## config.mk

```make
export PLATFORM = sky130hd
export DESIGN_NAME = pc_unit_flat
export DESIGN_NICKNAME = d
export VERILOG_FILES = /design/src/rtl/pc_pkg.sv /design/src/rtl/pc_unit_if.sv /design/src/rtl/pc_ras.sv /design/src/rtl/pc_unit.sv /design/src/flat_wrapper.sv
export SDC_FILE = /design/constraint.sdc
export NUM_CORES = 1
export LEC_CHECK = 0
export CORE_MARGIN = 2
export CORE_UTILIZATION = 45
export CTS_BUF_LIST = sky130_fd_sc_hd__clkbuf_4 sky130_fd_sc_hd__clkbuf_8 sky130_fd_sc_hd__clkbuf_16
export CTS_CLUSTER_DIAMETER = 80
export DETAILED_ROUTE_END_ITERATION = 8
export PLACE_DENSITY = 0.78
export SLEW_MARGIN = 10
export SYNTH_ARGS = -nofsm -noshare
export SYNTH_HDL_FRONTEND = slang
export SYNTH_SLANG_ARGS = --single-unit
```

## constraint.sdc

```tcl
create_clock -name clk -period 3.6 [get_ports clk]
set_clock_uncertainty 0.15 [all_clocks]
set_input_delay 0.9 -clock clk [delete_from_list [all_inputs] [get_ports clk]]
set_output_delay 0.9 -clock clk [all_outputs]
set_load 0.01 [all_outputs]
```

## src/rtl/pc_pkg.sv

```systemverilog
// pc_pkg: transfer opcodes and next-PC select encoding
// shared by the PC unit and its return-address stack.
package pc_pkg;

    localparam logic [5:0] OP_BEQ  = 6'd32;
    localparam logic [5:0] OP_BNE  = 6'd33;
    localparam logic [5:0] OP_BLTU = 6'd34;
    localparam logic [5:0] OP_BLEU = 6'd35;
    localparam logic [5:0] OP_BLT  = 6'd36;
    localparam logic [5:0] OP_BLE  = 6'd37;
    localparam logic [5:0] OP_J    = 6'd40;
    localparam logic [5:0] OP_JAL  = 6'd41;
    localparam logic [5:0] OP_JR   = 6'd42;
    localparam logic [5:0] OP_RET  = 6'd43;

    typedef enum logic [2:0] {
        SEL_SEQ,
        SEL_HOLD,
        SEL_BR,
        SEL_ABS,
        SEL_REG,
        SEL_RAS
    } npc_sel_e;

endpackage

```

## src/rtl/pc_unit_if.sv

```systemverilog
// pc_unit_if: control-transfer request bundle and PC status
// master drives requests, slave (pc_unit) returns PC state.
interface pc_unit_if #(
    parameter int PC_W   = 32,
    parameter int DATA_W = 32
);
    logic              stall;
    logic              br_valid;
    logic [5:0]        op;
    logic [DATA_W-1:0] os;
    logic [DATA_W-1:0] ot;
    logic [25:0]       addr;
    logic [DATA_W-1:0] imm_dpl;
    logic [PC_W-1:0]   pc_out;
    logic              redirect;
    logic [31:0]       cyc_cnt;
    logic              ras_ovf;
    logic              ras_udf;

    modport master (
        output stall, br_valid, op, os, ot, addr, imm_dpl,
        input  pc_out, redirect, cyc_cnt, ras_ovf, ras_udf
    );

    modport slave (
        input  stall, br_valid, op, os, ot, addr, imm_dpl,
        output pc_out, redirect, cyc_cnt, ras_ovf, ras_udf
    );

endinterface

```

## src/rtl/pc_ras.sv

```systemverilog
// pc_ras: circular return-address stack; a push when full
// overwrites the oldest entry and keeps the count saturated.
module pc_ras #(
    parameter int PC_W  = 32,
    parameter int DEPTH = 4
) (
    input  logic            clk,
    input  logic            rst,
    input  logic            push,
    input  logic            pop,
    input  logic [PC_W-1:0] din,
    output logic [PC_W-1:0] top,
    output logic            empty,
    output logic            full
);
    localparam int AW = $clog2(DEPTH);

    logic [PC_W-1:0] mem [DEPTH];
    logic [AW-1:0]   ptr;
    logic [AW-1:0]   ptr_inc;
    logic [AW:0]     cnt;

    assign ptr_inc = ptr + AW'(1);
    assign top     = mem[ptr];
    assign empty   = (cnt == '0);
    assign full    = (cnt == (AW+1)'(DEPTH));

    always_ff @(posedge clk or posedge rst) begin
        if (rst) begin
            ptr <= '0;
            cnt <= '0;
            for (int i = 0; i < DEPTH; i++)
                mem[i] <= '0;
        end else if (push) begin
            mem[ptr_inc] <= din;
            ptr          <= ptr_inc;
            if (!full)
                cnt <= cnt + (AW+1)'(1);
        end else if (pop && !empty) begin
            ptr <= ptr - AW'(1);
            cnt <= cnt - (AW+1)'(1);
        end
    end

endmodule

```

## src/rtl/pc_unit.sv

```systemverilog
// pc_unit: word program counter with branch/jump resolution.
// Define PC_UNIT_RAS_EN to build the return-address stack.
module pc_unit
    import pc_pkg::*;
#(
    parameter int              PC_W      = 32,
    parameter int              DATA_W    = 32,
    parameter logic [PC_W-1:0] RESET_PC  = '0,
    parameter int              RAS_DEPTH = 4
) (
    input logic      clk,
    input logic      rst,
    pc_unit_if.slave bus
);
`ifdef PC_UNIT_RAS_EN
    localparam bit RAS_EN = 1'b1;
`else
    localparam bit RAS_EN = 1'b0;
`endif

    logic [PC_W-1:0]          pc_q;
    logic [PC_W-1:0]          pc_inc;
    logic [PC_W-1:0]          br_tgt;
    logic [PC_W-1:0]          abs_tgt;
    logic [PC_W-1:0]          reg_tgt;
    logic [PC_W-1:0]          nxt_pc;
    logic signed [DATA_W-1:0] dpl_sh;
    logic [31:0]              cyc_q;
    logic                     redir_q;
    logic                     redir_d;
    npc_sel_e                 sel;
    logic                     eq, ltu, lts;
    logic                     ras_push, ras_pop, udf_d;
    logic [PC_W-1:0]          ras_top;
    logic                     ras_empty, ras_full;
    logic                     unused_addr;

    assign unused_addr = ^bus.addr[1:0];

    assign dpl_sh  = $signed(bus.imm_dpl) >>> 2;
    assign pc_inc  = pc_q + PC_W'(1);
    assign br_tgt  = pc_q + PC_W'(dpl_sh);
    assign abs_tgt = PC_W'(bus.addr[25:2]);
    assign reg_tgt = PC_W'(bus.os);

    assign eq  = (bus.os == bus.ot);
    assign ltu = (bus.os < bus.ot);
    assign lts = ($signed(bus.os) < $signed(bus.ot));

    // Not-taken branches and unknown ops hold the PC.
    always_comb begin
        sel      = SEL_SEQ;
        ras_push = 1'b0;
        ras_pop  = 1'b0;
        udf_d    = 1'b0;
        if (bus.stall) begin
            sel = SEL_HOLD;
        end else if (bus.br_valid) begin
            unique case (1'b1)
                bus.op == OP_BEQ:  sel = eq ? SEL_BR : SEL_HOLD;
                bus.op == OP_BNE:  sel = !eq ? SEL_BR : SEL_HOLD;
                bus.op == OP_BLTU: sel = ltu ? SEL_BR : SEL_HOLD;
                bus.op == OP_BLEU: sel = (ltu || eq) ? SEL_BR : SEL_HOLD;
                bus.op == OP_BLT:  sel = lts ? SEL_BR : SEL_HOLD;
                bus.op == OP_BLE:  sel = (lts || eq) ? SEL_BR : SEL_HOLD;
                bus.op == OP_J:    sel = SEL_ABS;
                bus.op == OP_JAL: begin
                    sel      = SEL_ABS;
                    ras_push = RAS_EN;
                end
                bus.op == OP_JR:   sel = SEL_REG;
                bus.op == OP_RET: begin
                    if (RAS_EN && !ras_empty) begin
                        sel     = SEL_RAS;
                        ras_pop = 1'b1;
                    end else begin
                        sel   = SEL_REG;
                        udf_d = RAS_EN;
                    end
                end
                default: sel = SEL_HOLD;
            endcase
        end
    end

    always_comb begin
        unique case (sel)
            SEL_HOLD: nxt_pc = pc_q;
            SEL_BR:   nxt_pc = br_tgt;
            SEL_ABS:  nxt_pc = abs_tgt;
            SEL_REG:  nxt_pc = reg_tgt;
            SEL_RAS:  nxt_pc = ras_top;
            default:  nxt_pc = pc_inc;
        endcase
    end

    assign redir_d = (sel != SEL_SEQ) && (sel != SEL_HOLD)
                  && (nxt_pc != pc_inc);

    always_ff @(posedge clk or posedge rst) begin
        if (rst) begin
            pc_q    <= RESET_PC;
            cyc_q   <= '0;
            redir_q <= 1'b0;
        end else begin
            pc_q    <= nxt_pc;
            cyc_q   <= cyc_q + 32'd1;
            redir_q <= redir_d;
        end
    end

    assign bus.pc_out   = pc_q;
    assign bus.cyc_cnt  = cyc_q;
    assign bus.redirect = redir_q;

`ifdef PC_UNIT_RAS_EN
    logic ovf_q;
    logic udf_q;

    pc_ras #(
        .PC_W  (PC_W),
        .DEPTH (RAS_DEPTH)
    ) u_ras (
        .clk   (clk),
        .rst   (rst),
        .push  (ras_push),
        .pop   (ras_pop),
        .din   (pc_q),
        .top   (ras_top),
        .empty (ras_empty),
        .full  (ras_full)
    );

    always_ff @(posedge clk or posedge rst) begin
        if (rst) begin
            ovf_q <= 1'b0;
            udf_q <= 1'b0;
        end else begin
            ovf_q <= ovf_q | (ras_push & ras_full);
            udf_q <= udf_d;
        end
    end

    assign bus.ras_ovf = ovf_q;
    assign bus.ras_udf = udf_q;
`else
    logic unused_ras;

    assign ras_top     = '0;
    assign ras_empty   = 1'b1;
    assign ras_full    = 1'b0;
    assign unused_ras  = ^{ras_push, ras_pop, udf_d, ras_full};
    assign bus.ras_ovf = 1'b0;
    assign bus.ras_udf = 1'b0;
`endif

endmodule

```

## src/flat_wrapper.sv

```systemverilog
// flat-port wrapper written by rule: the top's interface ports become plain ports
module pc_unit_flat import pc_pkg::*;
#(
    parameter int              PC_W      = 32,
    parameter int              DATA_W    = 32,
    parameter logic [PC_W-1:0] RESET_PC  = '0,
    parameter int              RAS_DEPTH = 4
)
  (clk, rst, bus_stall, bus_br_valid, bus_op, bus_os, bus_ot, bus_addr, bus_imm_dpl, bus_pc_out, bus_redirect, bus_cyc_cnt, bus_ras_ovf, bus_ras_udf);
  pc_unit_if #(.PC_W(PC_W), .DATA_W(DATA_W)) bus_i ();
  input logic clk;
  input logic rst;
  input wire logic [$bits(bus_i.stall)-1:0] bus_stall;
  input wire logic [$bits(bus_i.br_valid)-1:0] bus_br_valid;
  input wire logic [$bits(bus_i.op)-1:0] bus_op;
  input wire logic [$bits(bus_i.os)-1:0] bus_os;
  input wire logic [$bits(bus_i.ot)-1:0] bus_ot;
  input wire logic [$bits(bus_i.addr)-1:0] bus_addr;
  input wire logic [$bits(bus_i.imm_dpl)-1:0] bus_imm_dpl;
  output wire logic [$bits(bus_i.pc_out)-1:0] bus_pc_out;
  output wire logic [$bits(bus_i.redirect)-1:0] bus_redirect;
  output wire logic [$bits(bus_i.cyc_cnt)-1:0] bus_cyc_cnt;
  output wire logic [$bits(bus_i.ras_ovf)-1:0] bus_ras_ovf;
  output wire logic [$bits(bus_i.ras_udf)-1:0] bus_ras_udf;
  assign bus_i.stall = bus_stall;
  assign bus_i.br_valid = bus_br_valid;
  assign bus_i.op = bus_op;
  assign bus_i.os = bus_os;
  assign bus_i.ot = bus_ot;
  assign bus_i.addr = bus_addr;
  assign bus_i.imm_dpl = bus_imm_dpl;
  assign bus_pc_out = bus_i.pc_out;
  assign bus_redirect = bus_i.redirect;
  assign bus_cyc_cnt = bus_i.cyc_cnt;
  assign bus_ras_ovf = bus_i.ras_ovf;
  assign bus_ras_udf = bus_i.ras_udf;
  pc_unit #(.PC_W(PC_W), .DATA_W(DATA_W), .RESET_PC(RESET_PC), .RAS_DEPTH(RAS_DEPTH)) u_core (.clk(clk), .rst(rst), .bus(bus_i));
endmodule
```

After elaboration in Yosys (flattened, before gate mapping)
Cells that the tools add are included.
- register bits: 65
- output and inout port bits: 67
- memories: 0
- input bits: 132
- logic and storage cells: 43
- bits in writable memories: 0
- memory bits (read-only): 0
- latch bits: 0
- divide/modulo/power cells: 0
- muxes and demuxes: 10
- shifts and indexed selects: 0
- $add $sub $neg: 3
- $lt $le $gt $ge: 2
- equal/unequal tests: 18
- bitwise operators: 0
- multiply operators: 0
- reductions and logical operators: 7
- operators by type and width (operator ; count):
    $pmux W32 S5 ; 1
    $add A32 B1 Y32 const B ; 2
    $lt A32 B32 Y1 ; 2
    $eq A6 B6 Y1 const B ; 10
    $add A32 B32 Y32 ; 1
    $eq A32 B32 Y1 ; 1
    $ne A32 B32 Y1 ; 1
    $pmux W3 S8 ; 1
    $mux W2 ; 6
    $eq A3 B2 Y1 const B ; 2
    $eq A3 B3 Y1 const B ; 2
    $mux W3 ; 2
    $reduce_or A2 Y1 ; 2
    $eq A3 B1 Y1 const B ; 1
    $ne A3 B1 Y1 const B ; 1
    $reduce_bool A3 Y1 ; 1
    $logic_and A1 B1 Y1 ; 2
    $logic_or A1 B1 Y1 ; 2

Longest topological paths before layout
- depth after elaboration: 10
- depth in mapped cells: 19
- depth with buffers taken out: 17

Worst setup path after synthesis
Ideal clock, no wire load.
- kind: input-to-reg
- start: input bus_ot[31]
- end: register u_core.redir_q (netlist: u_core.bus.redirect)
- stages: 18
- setup time: 144 ps
- slack: -1327 ps
- data arrival time: 4634 ps
- data required time: 3306 ps
- buffers on the path: 1
- cell sequence: inv_1 ha_1 nand4_4 nor3_1 a221oi_2 o21ai_0 o211a_1 a211oi_4 buf_6 mux2i_1 mux2i_1 o221ai_1 nor4b_2 nand4_1 nor4b_2 nand4_1 nor3_1 a221oi_1
- longest elaborated chain between the ends: 10
- elaborated cells between the ends (all ways): 25
- classes of those cells: order compare: 2; eq/ne: 8; mux: 10; reduce/logical: 5
- RTL lines (element ; line ; text):
    start: declaration ; flat_wrapper.sv:17 ; input wire logic [$bits(bus_i.ot)-1:0] bus_ot;
    $lt A32 B32 Y1 (tied with other cells) ; pc_unit.sv:48 ; assign lts = ($signed(bus.os) < $signed(bus.ot));
    $logic_or A1 B1 Y1 (on tied branches) ; pc_unit.sv:65, pc_unit.sv:63 ;
    $mux W2 (on tied branches) ; pc_unit.sv:65, pc_unit.sv:63 ;
    $pmux W3 S8 (*) ; pc_unit.sv:59 ; unique case (1'b1)
    $mux W3 (*) ; pc_unit.sv:58 ; end else if (bus.br_valid) begin
    $mux W3 (*) ; pc_unit.sv:56 ; if (bus.stall) begin
    $eq A3 B3 Y1 (tied with other cells) ; pc_unit.sv:87 ; unique case (sel)
    $pmux W32 S5 ; pc_unit.sv:87 ;
    $ne A32 B32 Y1 ; pc_unit.sv:98 ; && (nxt_pc != pc_inc);
    $logic_and A1 B1 Y1 (*) ; pc_unit.sv:98 ;
    net u_core.redir_d ; pc_unit.sv:30 ; logic redir_d;
    end signal: assignment ; pc_unit.sv:108 ; redir_q <= redir_d;
    end: declaration ; pc_unit.sv:29 ; logic redir_q;
The timed path passes the listed nets; every way through them passes the cells marked *.

Worst setup path after layout
- start: input bus_ot[1]
- end: register u_core.redir_q (netlist: u_core.bus.redirect)
Same word-level chain as after synthesis.

==> results.yml <==
final_layout:
  drive_above_1_share_pct: 45.2
  mostFrequentLayoutCell: "buf_4"
  layout.nets: 1627
  layout.area.seq_sq_um: 1630
  fill_cells: 821
  mostFrequentLayoutCells: "buf_4 (278), clkdlybuf4s50_1 (114), nand2_1 (71)"
  antennaDiodeCount: 0
  multiInputGateArea_sq_um: 6840
  synthToLayoutAreaGrowth_pct: 89.9
  stdcell_area_sq_um: 14000
global_route:
  grtUsageTotal_pct: 38.2
  grt-ovfl-total: 0
  grt_pass1_wl_um: 53300
  first_global_vias: 10157
  antenna_found_initial: 0
  grt_max_degree: 66
floorplanning:
  fp-row-count: 46
  coreArea_sq_um: 15900
  start_util_pct: 46.2
  io-pin-count: 199
  die_area_sq_um: 17400
  dieHeight_um: 132
  die_x_um: 132
logic_synthesis:
  synth_largest_area_cell: "dfrtp_1"
  avgSynthCellArea_sq_um: 8.10
  synth_top_area_share_pct: 22.1
  synth_async_sr_flop_share_pct: 100
  synth_edf_count: 0
  synth_top_flop_cell: "dfrtp_1"
  postSynthRegisterBits: 65
  netlist_top_cells_area: "dfrtp_1 (22%), ha_1 (11%), xnor2_1 (6.4%)"
  syn_area_sq_um: 7370
  seq_area_frac_synth_pct: 22.1
  postSynthCellCount: 910
  synth_cell_types: 73
  yosys_warnings: 0
drt:
  vias_per_cell: 6.26
  routed_wl_um: 36700
  first_iter_violations: 1109
  drtPass1Iterations: 8
  avgRoutedWirePerCell_um: 22.2
  drc_errors: 0
  via_count: 10324
  drtAntennaViolNets: 0
power_and_ir_drop:
  irDropWorstVdd_uv: 353
  finalPower_w: 0.00642
  swShare_pct: 43.3
  p_leak_nw: 6.18
  pwr-share-clk_pct: 14.4
  p_int_w: 0.00364
  comb_power_share_pct: 70.1
  seqPwrFrac_pct: 15.5
  powerDensity_nw_per_um2: 459
  p_sw_w: 0.00278
worst_setup_path:
  slowest_delay_ns: 0.54
  cp.arrival_ns: 5.07
  crit_slowest_cell: "a2111o_2"
  path_cells: "buf_6, inv_4, ha_4, nor2b_4, o211ai_1, a2111oi_4, buf_4, o31ai_4, a31oi_4, buf_6, a2111o_2, a211oi_1, a221o_1, nand2b_1, and4_1, nand4_1, nor4b_2, nand4_1, nor3_1, a221oi_1"
  critPathLaunchType: "input pin"
  crit_type: "in2reg"
  cp.required_ns: 3.67
  endpoint_kind: "flip-flop"
  cp_max_fo: 8
clock_network:
  clockRootBuffer: "clkbuf_16"
  cts_sinks: 65
  numCtsBuffers: 9
  htree_num_levels: 3
  cts_tree: "done"
  clkTransAtPathRegs_ns: 0.06
  clock_latency_ns: 0.34
  clockBufferDepth: 2
place:
  hpwlAfterDp_um: 25200
  gp_congestion: 1.03
  port_buffers: 192
  dpl-instance-area_sq_um: 12000
sta:
  max_freq_mhz: 200
  hold_violations: 0
  slew_headroom_pct: 59.3
  min_period_over_period_pct: 139
  grt_setup_unrepaired: "true"
  fin_crit_ns: 5.00
  finalSetupViolCount: 32
  timing.hold.ws_ns: 0.325
  slew_violations: 0
  worst_pin_slew_ns: 0.608
  finalSetupTns_ns: -12.70
  layout_setup_ws_ns: -1.40
run_status:
  status: "complete, but fails checks"
  failed_checks: "negative setup slack"
worst_hold_path:
  worstHoldPathType: "reg2reg"
flow_run:
  drv_cap: 0
==> worst max-delay path, delay by kind of cell <==
kind	cells	cell delay, ns
buffers and inverters	4	0.48
AOI/OAI and AO/OA	8	2.26
and+or+nand+nor	7	1.23
adders and majority gates	1	0.19
==> cells in the mapped netlist (all sizes together), types with 7 or more instances <==
cell / instances
mux2i: 16
nand3: 52
a221o: 7
ha: 65
o31ai: 7
a22oi: 7
nor2: 58
a21oi: 51
and3: 25
a21o: 11
and2: 11
dfrtp: 65
clkbuf: 19
inv: 54
nand2: 82
a221oi: 14
a211oi: 12
a31oi: 7
or3: 9
o211ai: 16
and4: 8
buf: 10
a2111oi: 7
o21a: 7
nand4: 22
xor2: 32
o21ai: 47
xnor2: 54
nor2b: 13
nor3: 25
o221ai: 9
o21bai: 15
==> layer usage <==
layer / up-vias / wire length, um / GRT usage [%]
met5: - / 0 / 0
met1: 4842 / 13200 / 44.1
li1: 4483 / - / -
met3: 236 / 3330 / 7.54
met4: 0 / 2710 / 21.4
met2: 763 / 17400 / 66.0
==> path summary, 6_finish.rpt <==
check | start | end | slack [ns] | depth (start not counted)
max | bus_ot[1] | u_core.bus.redirect$_DFF_PP0_ | -1.40 | 20
min | u_core.bus.cyc_cnt[31]$_DFF_PP0_ | u_core.bus.cyc_cnt[31]$_DFF_PP0_ | 0.32 | 1
max reg2reg | u_core.bus.pc_out[0]$_DFF_PP0_ | u_core.bus.redirect$_DFF_PP0_ | -0.85 | 17
min reg2reg | u_core.bus.cyc_cnt[31]$_DFF_PP0_ | u_core.bus.cyc_cnt[31]$_DFF_PP0_ | 0.32 | 1
max in group asynchronous | rst | u_core.bus.pc_out[17]$_DFF_PP0_ | 2.21 | 3
min in group asynchronous | rst | u_core.bus.pc_out[13]$_DFF_PP0_ | 0.81 | 3
==> state kept, by name, indices dropped and copies added (netlist names) <==
name                 cells
u_core.bus.pc_out       32
u_core.bus.redirect      1
u_core.bus.cyc_cnt      32
==> power by group through the flow <==
stage	sequential [W]	combinational, W	clock (W)
final	0.000997	0.00450	0.000922
after global routing	0.00100	0.00473	0.000954
after CTS	0.000981	0.00402	0.000923
after detailed placement	0.000976	0.00359	0
after global placement	0.000970	0.00354	0
after floorplan	0.00109	0.00173	0
==> logic make-up after synthesis <==
kind of cell / synth area share [%]
flops: 22.1
xor+xnor: 10.2
fa+ha+maj: 11.3
other cells: 0.0509
mux: 2.83
compound gates: 25.6
buf+inv: 4.67
simple gates: 23.2
==> repair_timing <==
action | 4_1_cts | 5_1_grt
pin swaps | 102 | 41
cloned | 1 | 1
hold buffers | 0 | 0
resized for setup | 464 | 101
setup buffers | 47 | 32
endpoints found under the setup margin | 33 | 32
==> through the flow <==
stage / util (%) / cells / worst slack, ns
2_1_floorplan: - / 911 / -1.01
3_3_place_gp: 75.4 / 1561 / -2.19
3_5_place_dp: 75.4 / 1561 / -2.28
4_1_cts: 84.3 / 1623 / -1.20
5_1_grt: 87.8 / 1650 / -1.53
6_report: 87.8 / 1650 / -1.40
==> cell type report <==
class                           count  share of cell area (%)
Multi-Input combinational cell    763                    48.9
Timing Repair Buffer              536                    33.5
Sequential cell                    65                    11.6
Tap cell                          216                    1.93
Inverter                           54                    1.79
Clock buffer                       10                    1.71
Clock inverter                      6                   0.519
Note: power is estimated with default switching activity, not from simulation.
